### src/rtl/imem_loader_pkg.sv
// Shared definitions for the instruction-memory boot loader: FSM state
// encoding, frame magic byte and the word/address widths used by the
// instruction RAM write port.
package imem_loader_pkg;

  localparam int WORD_W     = 32;
  localparam int ADDR_W     = 32;
  localparam int LEN_W      = 16;
  localparam int WORD_BYTES = 4;

  localparam logic [7:0] LOADER_MAGIC = 8'hA5;

  typedef enum logic [2:0] {
    IDLE = 3'd0,
    LEN0 = 3'd1,
    LEN1 = 3'd2,
    DATA = 3'd3,
    CSUM = 3'd4,
    DONE = 3'd5,
    ERR  = 3'd6
  } loader_state_t;

  // States that sit inside a frame and are therefore subject to the idle timeout.
  function automatic logic in_frame(input loader_state_t s);
    return (s == LEN0) || (s == LEN1) || (s == DATA) || (s == CSUM);
  endfunction

endpackage

### src/rtl/imem_loader_timeout.sv
// Idle-cycle counter for the boot loader. Counts cycles while not cleared
// and flags once TIMEOUT_CYCLES has been reached; it saturates there so a
// long stall cannot wrap back into a "not expired" value.
module loader_timeout #(
  parameter int unsigned TIMEOUT_CYCLES = 1_000_000
) (
  input  logic clk,
  input  logic rst,
  input  logic clear,
  output logic expired
);

  localparam int CNT_W = (TIMEOUT_CYCLES > 1) ? $clog2(TIMEOUT_CYCLES + 1) : 1;
  localparam logic [CNT_W-1:0] LIMIT = CNT_W'(TIMEOUT_CYCLES);

  logic [CNT_W-1:0] cnt_q, cnt_d;
  logic             expired_q, expired_d;

  // Next count: clear wins, otherwise count up and hold at the limit.
  always_comb begin
    cnt_d = cnt_q;
    if (clear) begin
      cnt_d = '0;
    end else if (cnt_q == LIMIT) begin
      cnt_d = cnt_q;
    end else begin
      cnt_d = cnt_q + CNT_W'(1);
    end
    expired_d = (cnt_d == LIMIT);
  end

  // Counter and registered expiry flag.
  always_ff @(posedge clk or posedge rst) begin
    if (rst) begin
      cnt_q     <= '0;
      expired_q <= 1'b0;
    end else begin
      cnt_q     <= cnt_d;
      expired_q <= expired_d;
    end
  end

  assign expired = expired_q;

endmodule

### src/rtl/imem_loader.sv
// Boot-time instruction memory loader. Parses a UART byte stream of the form
//   A5, LEN_LO, LEN_HI, N x 4 data bytes (LE words) [, CSUM]
// writes each assembled word to consecutive word addresses starting at
// BASE_ADDR, and keeps the CPU in reset until a whole image has arrived.
// Optional feature macro: IMEM_LOADER_CHECKSUM_EN adds a trailing XOR
// checksum byte over LEN_LO, LEN_HI and all data bytes.
module imem_loader
  import imem_loader_pkg::*;
#(
  parameter logic [31:0] BASE_ADDR      = 32'h0,
  parameter int unsigned MAX_WORDS      = 4096,
  parameter int unsigned TIMEOUT_CYCLES = 1_000_000
) (
  input  logic        clk,
  input  logic        rst,
  input  logic        rx_valid,
  input  logic [7:0]  rx_data,
  output logic        we,
  output logic [31:0] waddr,
  output logic [31:0] wdata,
  output logic        cpu_hold,
  output logic        done,
  output logic        error
);

  localparam logic [31:0] MAX_WORDS_L = 32'(MAX_WORDS);

  loader_state_t     state_q, state_d;
  logic [ADDR_W-1:0] addr_q, addr_d;
  logic [ADDR_W-1:0] waddr_q, waddr_d;
  logic [WORD_W-1:0] wdata_q, wdata_d;
  logic              we_q, we_d;
  logic              cpu_hold_q, cpu_hold_d;
  logic              done_q, done_d;
  logic              error_q, error_d;
  logic [23:0]       word_q, word_d;
  logic [1:0]        byte_idx_q, byte_idx_d;
  logic [LEN_W-1:0]  words_left_q, words_left_d;
  logic [7:0]        len_lo_q, len_lo_d;
`ifdef IMEM_LOADER_CHECKSUM_EN
  logic [7:0]        csum_q, csum_d;
`endif

  logic              magic_s;
  logic              to_clear_s;
  logic              expired_s;
  logic [LEN_W-1:0]  len_s;

  assign magic_s    = rx_valid && (rx_data == LOADER_MAGIC);
  assign to_clear_s = rx_valid || !in_frame(state_q);
  assign len_s      = {rx_data, len_lo_q};

  loader_timeout #(
    .TIMEOUT_CYCLES (TIMEOUT_CYCLES)
  ) u_timeout (
    .clk     (clk),
    .rst     (rst),
    .clear   (to_clear_s),
    .expired (expired_s)
  );

  // Frame parser: next state, word assembly, write strobe and status flags.
  always_comb begin
    state_d      = state_q;
    addr_d       = addr_q;
    waddr_d      = waddr_q;
    wdata_d      = wdata_q;
    we_d         = 1'b0;
    cpu_hold_d   = cpu_hold_q;
    done_d       = done_q;
    error_d      = error_q;
    word_d       = word_q;
    byte_idx_d   = byte_idx_q;
    words_left_d = words_left_q;
    len_lo_d     = len_lo_q;
`ifdef IMEM_LOADER_CHECKSUM_EN
    csum_d       = csum_q;
`endif

    case (state_q)
      IDLE, DONE, ERR: begin
        if (magic_s) begin
          state_d    = LEN0;
          done_d     = 1'b0;
          error_d    = 1'b0;
          cpu_hold_d = 1'b1;
          addr_d     = BASE_ADDR;
          byte_idx_d = 2'd0;
          word_d     = 24'h0;
`ifdef IMEM_LOADER_CHECKSUM_EN
          csum_d     = 8'h00;
`endif
        end else begin
          state_d = state_q;
        end
      end

      LEN0: begin
        if (rx_valid) begin
          len_lo_d = rx_data;
`ifdef IMEM_LOADER_CHECKSUM_EN
          csum_d   = csum_q ^ rx_data;
`endif
          state_d  = LEN1;
        end else if (expired_s) begin
          state_d    = ERR;
          error_d    = 1'b1;
          cpu_hold_d = 1'b1;
        end else begin
          state_d = state_q;
        end
      end

      LEN1: begin
        if (rx_valid) begin
`ifdef IMEM_LOADER_CHECKSUM_EN
          csum_d = csum_q ^ rx_data;
`endif
          if ({16'h0, len_s} > MAX_WORDS_L) begin
            state_d    = ERR;
            error_d    = 1'b1;
            cpu_hold_d = 1'b1;
          end else if (len_s == 16'h0) begin
`ifdef IMEM_LOADER_CHECKSUM_EN
            state_d    = CSUM;
`else
            state_d    = DONE;
            done_d     = 1'b1;
            cpu_hold_d = 1'b0;
`endif
          end else begin
            words_left_d = len_s;
            state_d      = DATA;
          end
        end else if (expired_s) begin
          state_d    = ERR;
          error_d    = 1'b1;
          cpu_hold_d = 1'b1;
        end else begin
          state_d = state_q;
        end
      end

      DATA: begin
        if (rx_valid) begin
`ifdef IMEM_LOADER_CHECKSUM_EN
          csum_d = csum_q ^ rx_data;
`endif
          case (byte_idx_q)
            2'd0: begin
              word_d[7:0] = rx_data;
              byte_idx_d  = 2'd1;
            end
            2'd1: begin
              word_d[15:8] = rx_data;
              byte_idx_d   = 2'd2;
            end
            2'd2: begin
              word_d[23:16] = rx_data;
              byte_idx_d    = 2'd3;
            end
            default: begin
              we_d         = 1'b1;
              waddr_d      = addr_q;
              wdata_d      = {rx_data, word_q};
              addr_d       = addr_q + 32'd4;
              byte_idx_d   = 2'd0;
              words_left_d = words_left_q - 16'd1;
              if (words_left_q == 16'd1) begin
`ifdef IMEM_LOADER_CHECKSUM_EN
                state_d    = CSUM;
`else
                state_d    = DONE;
                done_d     = 1'b1;
                cpu_hold_d = 1'b0;
`endif
              end else begin
                state_d = DATA;
              end
            end
          endcase
        end else if (expired_s) begin
          state_d    = ERR;
          error_d    = 1'b1;
          cpu_hold_d = 1'b1;
        end else begin
          state_d = state_q;
        end
      end

      CSUM: begin
`ifdef IMEM_LOADER_CHECKSUM_EN
        if (rx_valid) begin
          if (rx_data == csum_q) begin
            state_d    = DONE;
            done_d     = 1'b1;
            cpu_hold_d = 1'b0;
          end else begin
            state_d    = ERR;
            error_d    = 1'b1;
            cpu_hold_d = 1'b1;
          end
        end else if (expired_s) begin
          state_d    = ERR;
          error_d    = 1'b1;
          cpu_hold_d = 1'b1;
        end else begin
          state_d = state_q;
        end
`else
        // Unreachable without a checksum byte; fail safe.
        state_d    = ERR;
        error_d    = 1'b1;
        cpu_hold_d = 1'b1;
`endif
      end

      default: begin
        state_d    = ERR;
        error_d    = 1'b1;
        cpu_hold_d = 1'b1;
      end
    endcase
  end

  // All loader state and registered outputs.
  always_ff @(posedge clk or posedge rst) begin
    if (rst) begin
      state_q      <= IDLE;
      addr_q       <= BASE_ADDR;
      waddr_q      <= BASE_ADDR;
      wdata_q      <= 32'h0;
      we_q         <= 1'b0;
      cpu_hold_q   <= 1'b1;
      done_q       <= 1'b0;
      error_q      <= 1'b0;
      word_q       <= 24'h0;
      byte_idx_q   <= 2'd0;
      words_left_q <= 16'h0;
      len_lo_q     <= 8'h00;
`ifdef IMEM_LOADER_CHECKSUM_EN
      csum_q       <= 8'h00;
`endif
    end else begin
      state_q      <= state_d;
      addr_q       <= addr_d;
      waddr_q      <= waddr_d;
      wdata_q      <= wdata_d;
      we_q         <= we_d;
      cpu_hold_q   <= cpu_hold_d;
      done_q       <= done_d;
      error_q      <= error_d;
      word_q       <= word_d;
      byte_idx_q   <= byte_idx_d;
      words_left_q <= words_left_d;
      len_lo_q     <= len_lo_d;
`ifdef IMEM_LOADER_CHECKSUM_EN
      csum_q       <= csum_d;
`endif
    end
  end

  assign we       = we_q;
  assign waddr    = waddr_q;
  assign wdata    = wdata_q;
  assign cpu_hold = cpu_hold_q;
  assign done     = done_q;
  assign error    = error_q;

endmodule

### config.mk
export PLATFORM = sky130hd
export DESIGN_NAME = imem_loader
export DESIGN_NICKNAME = d
export VERILOG_FILES = /design/src/rtl/imem_loader_pkg.sv /design/src/rtl/imem_loader_timeout.sv /design/src/rtl/imem_loader.sv
export SDC_FILE = /design/constraint.sdc
export NUM_CORES = 1
export LEC_CHECK = 0
export CORE_ASPECT_RATIO = 2
export CORE_MARGIN = 3
export CORE_UTILIZATION = 51
export DETAILED_ROUTE_END_ITERATION = 6
export PLACE_DENSITY = 0.75
export SYNTH_ARGS = -nofsm -noshare
export SYNTH_HDL_FRONTEND = slang
export SYNTH_HIERARCHICAL = 1
export SYNTH_SLANG_ARGS = --single-unit
### constraint.sdc
create_clock -name clk -period 4.7 [get_ports clk]
set_input_delay 0.47 -clock clk [delete_from_list [all_inputs] [get_ports clk]]
set_output_delay 0.47 -clock clk [all_outputs]
set_load 0.02 [all_outputs]
## Word level (Yosys, flattened, before mapping)

Cells that the tools add are included.

- Word-level logic and storage cells: 135
- Bits of input ports: 11
- Flip-flop bits (word level): 174

- Bitwise operators: 1
- Reduce and logical (&&, ||, !) cells: 27
- Mux-type cells: 58
- Equal/unequal tests: 29
- Add/subtract/negate cells: 3
- $lt $le $gt $ge: 1

Operators with widths:

| kind | number |
|---|---|
| 32-bit two-way mux | 3 |
| 16-bit two-way mux | 5 |
| 32-bit case mux with 2 select lines | 1 |
| 24-bit two-way mux | 2 |
| 24-bit case mux with 2 select lines | 1 |
| 20-bit == test, second input constant | 2 |
| 20-bit two-way mux | 2 |
| 32-bit by 3-bit adder with 32-bit output, second input constant | 1 |
| 16-bit case mux with 2 select lines | 1 |
| 3-bit two-way mux | 9 |
| 8-bit two-way mux | 3 |
| 1-bit two-way mux | 23 |
| 20-bit by 1-bit adder with 20-bit output, second input constant | 1 |
| 16-bit by 1-bit == test with 1-bit output, second input constant | 1 |
| 16-bit by 13-bit > comparator with 1-bit output, second input constant | 1 |
| 16-bit zero test | 1 |
| 2-bit inequality test, second input constant | 8 |
| 4-bit AND reduction | 4 |
| 16-bit by 1-bit subtractor with 16-bit output, second input constant | 1 |
| 3-bit case mux with 4 select lines | 1 |
| 2-bit by 1-bit inequality test with 1-bit output, second input constant | 5 |
| 3-bit == test, second input constant | 3 |
| 3-bit AND reduction | 3 |
| 8-bit == test, second input constant | 1 |
| 26 further kinds | 36 |

## Longest topological paths before layout

- Word-level depth: 8
- Depth in mapped cells: 11
- Depth with buffers taken out: 8

## Cells and area by module

The synthesis kept the hierarchy.

By module, submodules not included:

| module | area each (µm²) | times used | cells an instance |
|---|---|---|---|
| imem_loader | 7,189.4 | 1 | 785 |
| loader_timeout | 1,322.5 | 1 | 144 |

## Worst setup path after synthesis

Ideal clock, no wire load.

- Path kind: register -> register
- Start: register state_q[1]
- End: register u_timeout.expired_q (netlist: u_timeout/expired)
- Required time: 4,632 ps
- Arrival time: 2,267 ps
- Path slack: 2,365 ps
- Buffers on the path: 3
- Stages on the path, launching flop included: 11
- Clock period less this slack: 2,335 ps
- Cell sequence: dfrtp_1 clkbuf_1 buf_1 nor2_1 o21bai_1 buf_6 a21oi_1 nand2_1 or4bb_1 nor4_1 and4_1

- Cells in the longest elaborated chain, start to end: 8
- Elaborated cells between the ends (all ways): 11

RTL lines:

| element | RTL line | text |
|---|---|---|
| start: declaration | imem_loader.sv:28 | `loader_state_t state_q, state_d;` |
| start signal: assignment | imem_loader.sv:245 | `state_q <= state_d;` |
| 3-bit by 1-bit == test with 1-bit output or 3-bit by 2-bit == test with 1-bit output (tied branches) | imem_loader_pkg.sv:25 | `return (s == LEN0) \|\| (s == LEN1) \|\| (s == DATA) \|\| (s == CSUM);` |
| 1-bit logical OR (2 in series) | imem_loader_pkg.sv:25 |  |
| 1-bit logical OR (*) | imem_loader_pkg.sv:25 |  |
| 1-bit zero test (*) | imem_loader.sv:50 | `assign to_clear_s = rx_valid \|\| !in_frame(state_q);` |
| 1-bit logical OR (*) | imem_loader.sv:50 |  |
| net to_clear_s | imem_loader.sv:45 | `logic to_clear_s;` |
| 20-bit two-way mux (*) | imem_loader_timeout.sv:22 | `if (clear) begin` |
| 20-bit == test (*) | imem_loader_timeout.sv:29 | `expired_d = (cnt_d == LIMIT);` |
| net u_timeout.expired_d | imem_loader_timeout.sv:17 | `logic expired_q, expired_d;` |
| end signal: assignment | imem_loader_timeout.sv:39 | `expired_q <= expired_d;` |
| end: declaration | imem_loader_timeout.sv:17 |  |

The timed path passes the listed nets; every way through them passes the cells marked *.
A chain may end at the register's enable or synchronous reset.

## Final worst setup path

- Start: input rx_data[6]
- End: register addr_q[29]

- Cells in the longest elaborated chain, start to end: 4

RTL lines:

| element | RTL line | text |
|---|---|---|
| start: declaration | imem_loader.sv:17 | `input logic [7:0] rx_data,` |
| 8-bit == test | imem_loader.sv:49 | `assign magic_s = rx_valid && (rx_data == LOADER_MAGIC);` |
| 1-bit logical AND | imem_loader.sv:49 |  |
| 2-bit inequality test (no line) | -- |  |
| 4-bit AND reduction (no line) | -- |  |
| end signal: assignment | imem_loader.sv:246 | `addr_q <= addr_d;` |
| end: declaration | imem_loader.sv:29 | `logic [ADDR_W-1:0] addr_q, addr_d;` |

No other way between the ends.

==> impl_results.md <==
- Net Switching: 1.02 mW
- Int Power: 2.47 mW
- Asr flop ratio synth: 1.00
- Final wirelength: 21700 um
- Critical Path Fanout Max: 51
- Clk buf depth: 2
- Outcome: completed
- Global route overflow: 0
- Met1 usage: 0.269
- Yosys reg bits: 170
- Tightest Hold Check Type: reg -> reg
- Post-Synth XOR/XNOR Area: 0.0196
- Largest net degree at the start of global routing: 96
- GR Util met2: 0.447
- # Post-CTS Setup Buffers: 0
- Ant diodes: 0
- CTS sink cnt: 170
- CP arrival: 3480 ps
- PwrDens: 349 nW/um2
- Post-route setup TNS: 0 ps
- Max_slew headroom: 0.358
- Number of antenna violations at the first check in global routing: 0
- Netlist cell types: 74
- Post-synthesis simple-gate area fraction: 0.255
- Worst slew pin tran: 957 ps
- Die X: 97.4 um
- Crit start category: input port
- Synth top area share: 0.497
- Clock buffers created by TritonCTS: 17
- Initial core utilization: 0.521
- Share of cells above drive strength 1: 0.0985
- Achievable Freq: 320 MHz
- Dpl ws: 1160 ps
- I/O pin cnt: 79
- Antenna viol nets, final: 0
- Fin. Hold Viols: 0
- Die Ht: 189 um
- Final Slew Violations: 0
- Placeable Area: 16400 um2
- Routed via count: 7149
- Post-synth top area cell: dfrtp_1
- Clk slew on worst S/H paths: 70 ps
- CTS tree: yes
- Compound-Gate Fraction of Synth Area: 0.124
- Power share of the clock group: 0.419
- Ys flop type: dfrtp_1
- GRT Total Usage: 0.243
- Global-route layer with the greatest usage: met2
- Kind of critical path: in -> reg
- Post-synth EDFFs: 0
- Mux share of post-synthesis cell area: 0.0472
- Drt first-iter violations: 568
- Comb pwr share: 0.121
- Synth top area cells: dfrtp_1, nand2_1, mux2_2, a21oi_1, nor2_1
- Synth Instances: 929
- CTS resizes: 0
- Synth Cell Area: 8510 um2
- Fill cell count: 1419
- Largest family of logic cells by synthesized area: simple AND/OR/NAND/NOR gates
- CTS root buf: clkbuf_16
- Tcrit/Tclk final: 0.665
- I/O Buffers: 76
- Setup ws final: 1570 ps
- Maxcap violations: 0
- Pre-antenna DRT Iters: 5
- DR WL/cell: 18.1 um
- Synth cell count leaders: nand2_1, dfrtp_1, nor2_1
- GPL Wtd Cong: 0.922
- Tmin final: 3130 ps
- Vias in the first global route: 7178
- P&R area growth vs syn: 17.2%
- Worst-Skew Late Latency: 430 ps
- Worst hold margin: 465 ps
- Worst Clk Skew: 8.57 ps
- Crit path capture type: flip-flop
- DRC Markers: 0
- Met3 usage: 0.0333
- Max VDD drop: 0.000282 V
- DP Wirelength: 15200 um
- CP required: 5050 ps
- Final nets: 1002
- P_leak: 4.53 nW
- Sw Ratio: 0.292
- Mean Syn Cell Area: 9.16 um2
- Sequential power share: 0.460
- Count leader, synth: nand2_1
- Unrepaired setup endpoints after global routing: false
- Sequential share of the synthesized area: 0.500
- Vias per cell: 5.96
- First-pass GRT wire length: 36100 um
- Post-synthesis adder-cell area fraction: 0.0132
- Hold_buf cts: 0
- Setup-failing EPs final: 0
- Die Area: 18400 um2
- Ys Warns: 6
- H-Tree Depth: 4
- Rows: 66
==> placed cells by master, fill, tap and decap left out, types with 5 or more instances in the layout <==
cell type	Yosys	layout
nor3_1	13	13
nand4_1	18	18
xnor2_1	8	8
o31ai_1	14	14
o21ai_1	5	5
o221a_2	5	5
nand2_1	228	227
clkbuf_16	0	17
xor2_1	11	11
mux2_2	33	33
nand3_1	33	33
nand2b_1	7	7
nor2_1	62	62
o21ai_0	40	40
o22ai_1	5	5
nor4_1	9	9
dfrtp_1	169	169
buf_4	4	8
a21oi_1	47	47
clkdlybuf4s50_1	0	76
a221oi_1	10	10
a31oi_1	10	10
inv_1	28	26
or3_1	19	19
or4_1	11	11
ha_1	9	9
and2_1	11	11
==> power by group through the flow <==
stage	sequential (mW)	combinational [mW]	clock [mW]
2_1_floorplan	1.56	0.362	0
3_3_place_gp	1.63	0.417	0
3_5_place_dp	1.63	0.418	0
6_report	1.60	0.423	1.46
4_1_cts	1.60	0.421	1.49
5_1_grt	1.61	0.464	1.54
==> flip-flops by register name, indices dropped and copies added, names as in the netlist <==
| register | cells |
|---|---|
| word_q | 24 |
| state_q | 3 |
| error | 1 |
| done | 1 |
| u_timeout/expired | 1 |
| words_left_q | 16 |
| cpu_hold | 1 |
| we | 1 |
| u_timeout/cnt_q | 20 |
| waddr | 30 |
| len_lo_q | 8 |
| addr_q | 30 |
| wdata | 32 |
| byte_idx_q | 2 |
==> logic make-up (layout without fill, tap and decap cells) <==
kind of cell | count (synthesis) | after routing
simple gates | 449 | 449
other cells | 1 | 2
fa+ha+maj | 9 | 9
xor+xnor | 19 | 19
flops | 170 | 170
compound gates | 166 | 166
mux | 36 | 36
buf+inv | 79 | 144
==> through the flow <==
step	utilization	instance area [um2]	cells	total power, mW
3_3_place_gp	0.573	9360	1167	2.05
2_1_floorplan	-	8520	930	1.93
4_1_cts	0.610	9970	1199	3.50
5_1_grt	0.610	9970	1199	3.62
6_report	0.610	9970	1199	3.49
3_5_place_dp	0.573	9360	1167	2.04
==> per-layer routing <==
layer,vias to the layer above,part of all wire
met3,57,0.043
met5,-,0
met1,3513,0.37
met2,232,0.55
met4,0,0.042
li1,3347,-
==> worst paths after layout <==
kind                       startpoint                   to  slack [ps]  cells past startpoint
min in group asynchronous         rst  u_timeout/cnt_q[16]         630                      2
max in group asynchronous         rst           addr_q[29]        3110                      3
hold / removal              word_q[7]             wdata[7]         460                      2
hold reg to reg             word_q[7]             wdata[7]         460                      2
setup reg to reg           state_q[0]    u_timeout/expired        1630                      9
setup / recovery           rx_data[6]           addr_q[29]        1570                      6
==> critical path, cell delays in order <==
cell and delay (ps):
clkdlybuf4s50_1 540, or4_4 630, o31ai_2 280, nand3_2 660, or4_1 740, a21oi_1 160
==> layout make-up <==
| cell class | instances | area (um2) | area share |
|---|---|---|---|
| clock buffers | 17 | 425 | 0.0426 |
| well taps | 204 | 255 | 0.0256 |
| repair buffers | 84 | 821 | 0.0823 |
| inverters | 28 | 110 | 0.0110 |
| flip-flops and latches | 170 | 4260 | 0.427 |
| clock inverters | 15 | 185 | 0.0186 |
| multi-input cells | 681 | 3920 | 0.393 |
Note: power is estimated with default switching activity, not from simulation.
